`src/rtl/block_transfer_seq_if.sv`:
```
// block_transfer_seq_if
//
// Groups the control, register-file and data-memory signals of the LDM/STM
// block transfer sequencer.
//
// master modport (the sequencer):
//   in : start, load, up, pre, wb, rn[3:0], base[31:0], rlist[15:0],
//        rf_rd1[31:0], mem_rdata[31:0], mem_ready
//   out: rf_a1[3:0], rf_a3[3:0], rf_wd3[31:0], rf_we3, pc_we, mem_req,
//        mem_we, mem_addr[31:0], mem_wdata[31:0], busy, done
// slave modport: the same signals with the opposite directions, for the
// decoder / register file / memory side.
interface block_transfer_seq_if;
    logic        start;
    logic        load;
    logic        up;
    logic        pre;
    logic        wb;
    logic [3:0]  rn;
    logic [31:0] base;
    logic [15:0] rlist;
    logic [31:0] rf_rd1;
    logic [31:0] mem_rdata;
    logic        mem_ready;

    logic [3:0]  rf_a1;
    logic [3:0]  rf_a3;
    logic [31:0] rf_wd3;
    logic        rf_we3;
    logic        pc_we;
    logic        mem_req;
    logic        mem_we;
    logic [31:0] mem_addr;
    logic [31:0] mem_wdata;
    logic        busy;
    logic        done;

    modport master (
        input  start, load, up, pre, wb, rn, base, rlist,
               rf_rd1, mem_rdata, mem_ready,
        output rf_a1, rf_a3, rf_wd3, rf_we3, pc_we, mem_req,
               mem_we, mem_addr, mem_wdata, busy, done
    );

    modport slave (
        output start, load, up, pre, wb, rn, base, rlist,
               rf_rd1, mem_rdata, mem_ready,
        input  rf_a1, rf_a3, rf_wd3, rf_we3, pc_we, mem_req,
               mem_we, mem_addr, mem_wdata, busy, done
    );
endinterface

```
`src/rtl/block_transfer_seq.sv`:
```
// block_transfer_seq
//
// Multi-cycle sequencer for ARM LDM/STM. Walks the register list from the
// lowest set bit upwards, issuing one memory transfer per register on the
// shared data port, then optionally writes the updated base back to RN.
//
// Ports:
//   clk    system clock, all state changes on the rising edge
//   reset  synchronous, active-high
//   bus    block_transfer_seq_if.master (controls, register-file and memory
//          signals; see the interface file for the full list)
module block_transfer_seq (
    input  logic                 clk,
    input  logic                 reset,
    block_transfer_seq_if.master bus
);

    typedef enum logic [1:0] {
        S_IDLE,
        S_XFER,
        S_WBACK,
        S_DONE
    } state_t;

    state_t      state;
    state_t      state_next;
    logic [15:0] mask;
    logic [31:0] addr;
    logic [31:0] final_base;
    logic        load_q;
    logic [3:0]  rn_q;
    logic        wb_due_q;

    logic [4:0]  count;
    logic [31:0] four_n;
    logic [31:0] start_addr;
    logic [31:0] end_base;
    logic [3:0]  cur;
    logic        accept;
    logic        last;

    // Number of registers in the incoming list and the start / final base
    // addresses for the selected addressing mode. The lowest register always
    // lands on the lowest address, so decrementing modes start low and still
    // walk upwards.
    always_comb begin
        count = '0;
        for (int i = 0; i < 16; i++) begin
            count = count + {4'b0, bus.rlist[i]};
        end
        four_n = {25'b0, count, 2'b00};
        case ({bus.up, bus.pre})
            2'b10:   start_addr = bus.base;
            2'b11:   start_addr = bus.base + 32'd4;
            2'b00:   start_addr = bus.base - four_n + 32'd4;
            default: start_addr = bus.base - four_n;
        endcase
        end_base = bus.up ? (bus.base + four_n) : (bus.base - four_n);
    end

    // The register being transferred is the lowest set bit still in the mask;
    // the transfer completes when the memory is ready in an XFER cycle.
    always_comb begin
        cur = '0;
        for (int i = 15; i >= 0; i--) begin
            if (mask[i]) begin
                cur = 4'(i);
            end
        end
        accept = (state == S_XFER) && bus.mem_ready;
        last   = (mask & (mask - 16'd1)) == 16'd0;
    end

    // State register plus the per-instruction context latched on START.
    // Writeback is suppressed when an LDM also loads the base register.
    always_ff @(posedge clk) begin
        if (reset) begin
            state      <= S_IDLE;
            mask       <= '0;
            addr       <= '0;
            final_base <= '0;
            load_q     <= 1'b0;
            rn_q       <= '0;
            wb_due_q   <= 1'b0;
        end else begin
            state <= state_next;
            if (state == S_IDLE && bus.start) begin
                mask       <= bus.rlist;
                addr       <= start_addr;
                final_base <= end_base;
                load_q     <= bus.load;
                rn_q       <= bus.rn;
                wb_due_q   <= bus.wb & ~(bus.load & bus.rlist[bus.rn]);
            end else if (accept) begin
                mask <= mask & ~(16'd1 << cur);
                addr <= addr + 32'd4;
            end
        end
    end

    // Next-state and output decode. Outputs are zero outside the states that
    // use them, so idle and reset present an all-zero interface. LDM data is
    // written to the register file in the same cycle the memory completes.
    always_comb begin
        state_next    = state;
        bus.rf_a1     = '0;
        bus.rf_a3     = '0;
        bus.rf_wd3    = '0;
        bus.rf_we3    = 1'b0;
        bus.pc_we     = 1'b0;
        bus.mem_req   = 1'b0;
        bus.mem_we    = 1'b0;
        bus.mem_addr  = '0;
        bus.mem_wdata = '0;
        bus.busy      = (state != S_IDLE);
        bus.done      = 1'b0;
        case (state)
            S_IDLE: begin
                if (bus.start) begin
                    state_next = (bus.rlist != 16'd0) ? S_XFER : S_DONE;
                end
            end
            S_XFER: begin
                bus.mem_req  = 1'b1;
                bus.mem_addr = addr;
                bus.rf_a1    = cur;
                if (!load_q) begin
                    bus.mem_we    = 1'b1;
                    bus.mem_wdata = bus.rf_rd1;
                end
                if (accept) begin
                    if (load_q) begin
                        bus.rf_wd3 = bus.mem_rdata;
                        if (cur == 4'd15) begin
                            bus.pc_we = 1'b1;
                        end else begin
                            bus.rf_we3 = 1'b1;
                            bus.rf_a3  = cur;
                        end
                    end
                    if (last) begin
                        state_next = wb_due_q ? S_WBACK : S_DONE;
                    end
                end
            end
            S_WBACK: begin
                bus.rf_we3 = 1'b1;
                bus.rf_a3  = rn_q;
                bus.rf_wd3 = final_base;
                state_next = S_DONE;
            end
            S_DONE: begin
                bus.done   = 1'b1;
                state_next = S_IDLE;
            end
            default: state_next = S_IDLE;
        endcase
    end

endmodule

```
`src/flat_wrapper.sv`:
```
// flat-port wrapper written by rule: the top's interface ports become plain ports
module block_transfer_seq_flat 
  (clk, reset, bus_start, bus_load, bus_up, bus_pre, bus_wb, bus_rn, bus_base, bus_rlist, bus_rf_rd1, bus_mem_rdata, bus_mem_ready, bus_rf_a1, bus_rf_a3, bus_rf_wd3, bus_rf_we3, bus_pc_we, bus_mem_req, bus_mem_we, bus_mem_addr, bus_mem_wdata, bus_busy, bus_done);
  block_transfer_seq_if bus_i ();
  input  logic clk;
  input  logic reset;
  input wire logic [$bits(bus_i.start)-1:0] bus_start;
  input wire logic [$bits(bus_i.load)-1:0] bus_load;
  input wire logic [$bits(bus_i.up)-1:0] bus_up;
  input wire logic [$bits(bus_i.pre)-1:0] bus_pre;
  input wire logic [$bits(bus_i.wb)-1:0] bus_wb;
  input wire logic [$bits(bus_i.rn)-1:0] bus_rn;
  input wire logic [$bits(bus_i.base)-1:0] bus_base;
  input wire logic [$bits(bus_i.rlist)-1:0] bus_rlist;
  input wire logic [$bits(bus_i.rf_rd1)-1:0] bus_rf_rd1;
  input wire logic [$bits(bus_i.mem_rdata)-1:0] bus_mem_rdata;
  input wire logic [$bits(bus_i.mem_ready)-1:0] bus_mem_ready;
  output wire logic [$bits(bus_i.rf_a1)-1:0] bus_rf_a1;
  output wire logic [$bits(bus_i.rf_a3)-1:0] bus_rf_a3;
  output wire logic [$bits(bus_i.rf_wd3)-1:0] bus_rf_wd3;
  output wire logic [$bits(bus_i.rf_we3)-1:0] bus_rf_we3;
  output wire logic [$bits(bus_i.pc_we)-1:0] bus_pc_we;
  output wire logic [$bits(bus_i.mem_req)-1:0] bus_mem_req;
  output wire logic [$bits(bus_i.mem_we)-1:0] bus_mem_we;
  output wire logic [$bits(bus_i.mem_addr)-1:0] bus_mem_addr;
  output wire logic [$bits(bus_i.mem_wdata)-1:0] bus_mem_wdata;
  output wire logic [$bits(bus_i.busy)-1:0] bus_busy;
  output wire logic [$bits(bus_i.done)-1:0] bus_done;
  assign bus_i.start = bus_start;
  assign bus_i.load = bus_load;
  assign bus_i.up = bus_up;
  assign bus_i.pre = bus_pre;
  assign bus_i.wb = bus_wb;
  assign bus_i.rn = bus_rn;
  assign bus_i.base = bus_base;
  assign bus_i.rlist = bus_rlist;
  assign bus_i.rf_rd1 = bus_rf_rd1;
  assign bus_i.mem_rdata = bus_mem_rdata;
  assign bus_i.mem_ready = bus_mem_ready;
  assign bus_rf_a1 = bus_i.rf_a1;
  assign bus_rf_a3 = bus_i.rf_a3;
  assign bus_rf_wd3 = bus_i.rf_wd3;
  assign bus_rf_we3 = bus_i.rf_we3;
  assign bus_pc_we = bus_i.pc_we;
  assign bus_mem_req = bus_i.mem_req;
  assign bus_mem_we = bus_i.mem_we;
  assign bus_mem_addr = bus_i.mem_addr;
  assign bus_mem_wdata = bus_i.mem_wdata;
  assign bus_busy = bus_i.busy;
  assign bus_done = bus_i.done;
  block_transfer_seq u_core (.clk(clk), .reset(reset), .bus(bus_i));
endmodule
```
`config.mk`:
```
export PLATFORM = sky130hd
export DESIGN_NAME = block_transfer_seq_flat
export DESIGN_NICKNAME = d
export VERILOG_FILES = /design/src/rtl/block_transfer_seq_if.sv /design/src/rtl/block_transfer_seq.sv /design/src/flat_wrapper.sv
export SDC_FILE = /design/constraint.sdc
export NUM_CORES = 1
export LEC_CHECK = 0
export BUFFER_PORTS_ARGS = -buffer_cell sky130_fd_sc_hd__clkbuf_2
export CAP_MARGIN = 20
export CELL_PAD_IN_SITES_DETAIL_PLACEMENT = 0
export CELL_PAD_IN_SITES_GLOBAL_PLACEMENT = 1
export CORE_MARGIN = 8
export CORE_UTILIZATION = 35
export CTS_CLUSTER_SIZE = 10
export DETAILED_ROUTE_END_ITERATION = 16
export PLACE_DENSITY = 0.83
export SYNTH_ARGS = -nofsm -noshare
export SYNTH_HDL_FRONTEND = slang
export SYNTH_SLANG_ARGS = --single-unit
export TNS_END_PERCENT = 50
```
`constraint.sdc`:
```
create_clock -name clk -period 10.3 [get_ports clk]
set_input_delay 1.545 -clock clk [delete_from_list [all_inputs] [get_ports clk]]
set_output_delay 1.545 -clock clk [all_outputs]
set_load 0.01 [all_outputs]
```
==> impl_metrics.toml <==
[worst_setup_path]
crit_required_ps = 10520
cp-end-kind = "register"
ff2ff_path_depth = 11
cp.arrival_ps = 8660
worst-path-max-fanout = 16
critical_path_class = "in2reg"
critPathLaunchType = "input port"

[final_layout]
diodes = 0
multi_input_area_mm2 = 0.007201
n_fill_cell = 2854
final_nets = 1666
drive_gt1_frac = 0.2031
area_delta_synth_final_pct = 16.01
final_area_mm2 = 0.01114
seqCellArea_mm2 = 0.001762
final-instance-count-excl-fill = 1848

[detailed_routing]
post_drt_wl_per_cell_um = 21.47
final_antenna_net_count = 0
viasPerCell = 5.892
drc_errors = 0
dr_total_vias = 10890
first_pass_iters = 6
drtIter0Drc = 987
finalWirelength_mm = 39.68

[place]
pre_cts_slack_ps = 1529
placed_cells = 1832
dpl_cell_area_mm2 = 0.01085
gp_congestion = 1.018
port_buffers = 233
hpwl_mm = 30.90

[synth]
synth_common_cells = "nand2_1 (160), nor2_1 (117), a21oi_1 (108)"
ys_ff_latch = 88
ys_seq_area_frac = 0.1835
synth-edff-count = 0
mappedNetlistNets = 1517
synth_area_leaders = "dfxtp_1 (18%), nand2_1 (6.3%), a21oi_1 (5.6%)"
synth.distinct_cells = 88
synth_top_area_share = 0.1835
syn_area_mm2 = 0.009599
yosysMostFrequentCell = "nand2_1"
ys_async_sr_fraction = 0
synth_area_leader_cell = "dfxtp_1"
syn_inst = 1353
synth_ff_type = "dfxtp_1"
synth_warnings = 0
syn_area_per_cell_um2 = 7.095

[sta]
finalHoldViolations = 0
finalMaxSlewViolations = 0
period_minus_slack_ps = 8445
setup_viol = 0
rsz0062_at_grt = "false"
clock-skew-final_ps = 13.26
tightest_slew_ps = 1041
max_freq_mhz = 118.4
fin_ws_ps = 1855
final.setup.tns_ps = 0
finalCritPeriodShare = 0.8199
slew_headroom = 0.3049

[floorplan]
coreArea_mm2 = 0.02695
ios = 234
fp-row-count = 60
die_y_um = 181.6
initial_utilization = 0.3562
dieArea_mm2 = 0.03298
die_x_um = 181.6

[clocking]
clk_latency_ps = 360
cts_buffers = 9
cts-resized-gates = 0
clk_pin_slew_worst_paths_ps = 80
h-tree-depth = 3
cts_setup_buffers = 0
clock_sinks = 88
hold_buffers = 0
cts_tree = "done"
root_buffer = "clkbuf_16"
cts_buffer_depth = 2

[global_route]
globalRouteOverflowTotal = 0
antenna_found_initial = 0
track_usage = 0.2299
grt_pass1_wl_mm = 61.06
grt_max_degree = 90
grt_pass1_vias = 10490

[hold_path]
hold_class = "reg2reg"
hold_depth = 2

[power_and_ir_drop]
leakagePower_nw = 4.413
peakVddDrop_mv = 0.1170
p_per_area_mw_per_mm2 = 185.9

[run]
cap_viol_max_count = 0

[run_status]
status = "finished clean"
[sequential cells by signal, indices dropped and copies added (netlist names)]
signal / flops
u_core.rn_q: 4
u_core.final_base: 32
u_core.addr: 32
u_core.mask: 16
u_core.state: 2
u_core.load_q: 1
u_core.wb_due_q: 1
[power breakdown]
| part | internal, mW | switching, mW | leakage (nW) |
|---|---|---|---|
| sequential | 0.409 | 0.0776 | 0.724 |
| combinational | 0.442 | 0.809 | 3.54 |
| clock | 0.170 | 0.163 | 0.145 |
| total | 1.02 | 1.05 | 4.41 |
[layout make-up]
| cell class | instances | share of cell area |
|---|---|---|
| clock buffer | 9 | 0.02022 |
| inverter | 52 | 0.01753 |
| tap | 341 | 0.03831 |
| sequential | 88 | 0.1582 |
| multi-input combinational | 1105 | 0.6466 |
| clock inverter | 7 | 0.005618 |
| timing repair buffer | 246 | 0.1135 |
[path summary, 6_finish.rpt]
| kind | slack (ps) | to | startpoint |
|---|---|---|---|
| setup / recovery | 1850 | u_core.addr[26] | bus_rlist[0] |
| hold / removal | 450 | u_core.final_base[24] | u_core.final_base[24] |
| setup reg to reg | 6620 | u_core.addr[23] | u_core.state[1] |
| hold reg to reg | 450 | u_core.final_base[24] | u_core.final_base[24] |
[per-layer routing]
metal	global-route usage	share of wire	vias to the layer above
li1	-	-	5146
met1	0.2946	0.43	5166
met2	0.3888	0.47	522
met3	0.03573	0.080	55
met4	0.07347	0.025	0
met5	0	0	-
[critical path: stages]
cell and delay [ps]:
clkbuf_2 120, inv_1 50, ha_1 280, inv_1 70, fa_1 440, fa_1 510
fa_1 540, fa_1 430, fa_1 440, fa_1 420, xnor2_1 200, ha_1 380
nor2b_2 240, a2111oi_4 770, nor2_1 140, xor2_1 330, nand4b_1 400, or4b_1 820
mux2i_1 190, nor3_1 240, o22ai_2 100
[metrics by stage]
| stage | power (mW) | utilization | hold WS (ps) |
|---|---|---|---|
| after global placement | 1.712 | 0.4025 | 439.6 |
| final | 2.070 | 0.4132 | 452.9 |
| after detailed placement | 1.728 | 0.4025 | 446.9 |
| after CTS | 2.066 | 0.4132 | 455.1 |
| after floorplan | 1.356 | - | 431.7 |
| after global routing | 2.228 | 0.4132 | 473.6 |
[kinds of logic after synthesis]
family	count (synthesis)	share of synthesized area
compound gates	345	0.2411
xor+xnor	102	0.09306
fa+ha+maj	40	0.06152
buf+inv	160	0.06700
flops	88	0.1835
mux	22	0.02959
simple gates	596	0.3242
[cell usage in the layout, fill, tap and decap left out, drive strengths merged, types with 12 or more instances in the layout]
master / netlist / layout
mux2i: 16 / 16
nand3: 51 / 51
nor2: 117 / 117
nand4: 26 / 26
ha: 28 / 28
clkbuf: 82 / 241
inv: 50 / 55
a211oi: 30 / 30
and3: 14 / 14
a31oi: 20 / 20
nor3: 43 / 43
dfxtp: 88 / 88
a22oi: 35 / 35
nand2: 160 / 160
and2: 72 / 72
a21oi: 109 / 109
o21ai: 41 / 41
xor2: 48 / 48
fa: 12 / 12
nor2b: 13 / 13
o22ai: 12 / 12
o211ai: 15 / 15
a21o: 12 / 12
xnor2: 54 / 54
buf: 26 / 14
nor4: 29 / 29
Note: power is estimated with default switching activity, not from simulation.
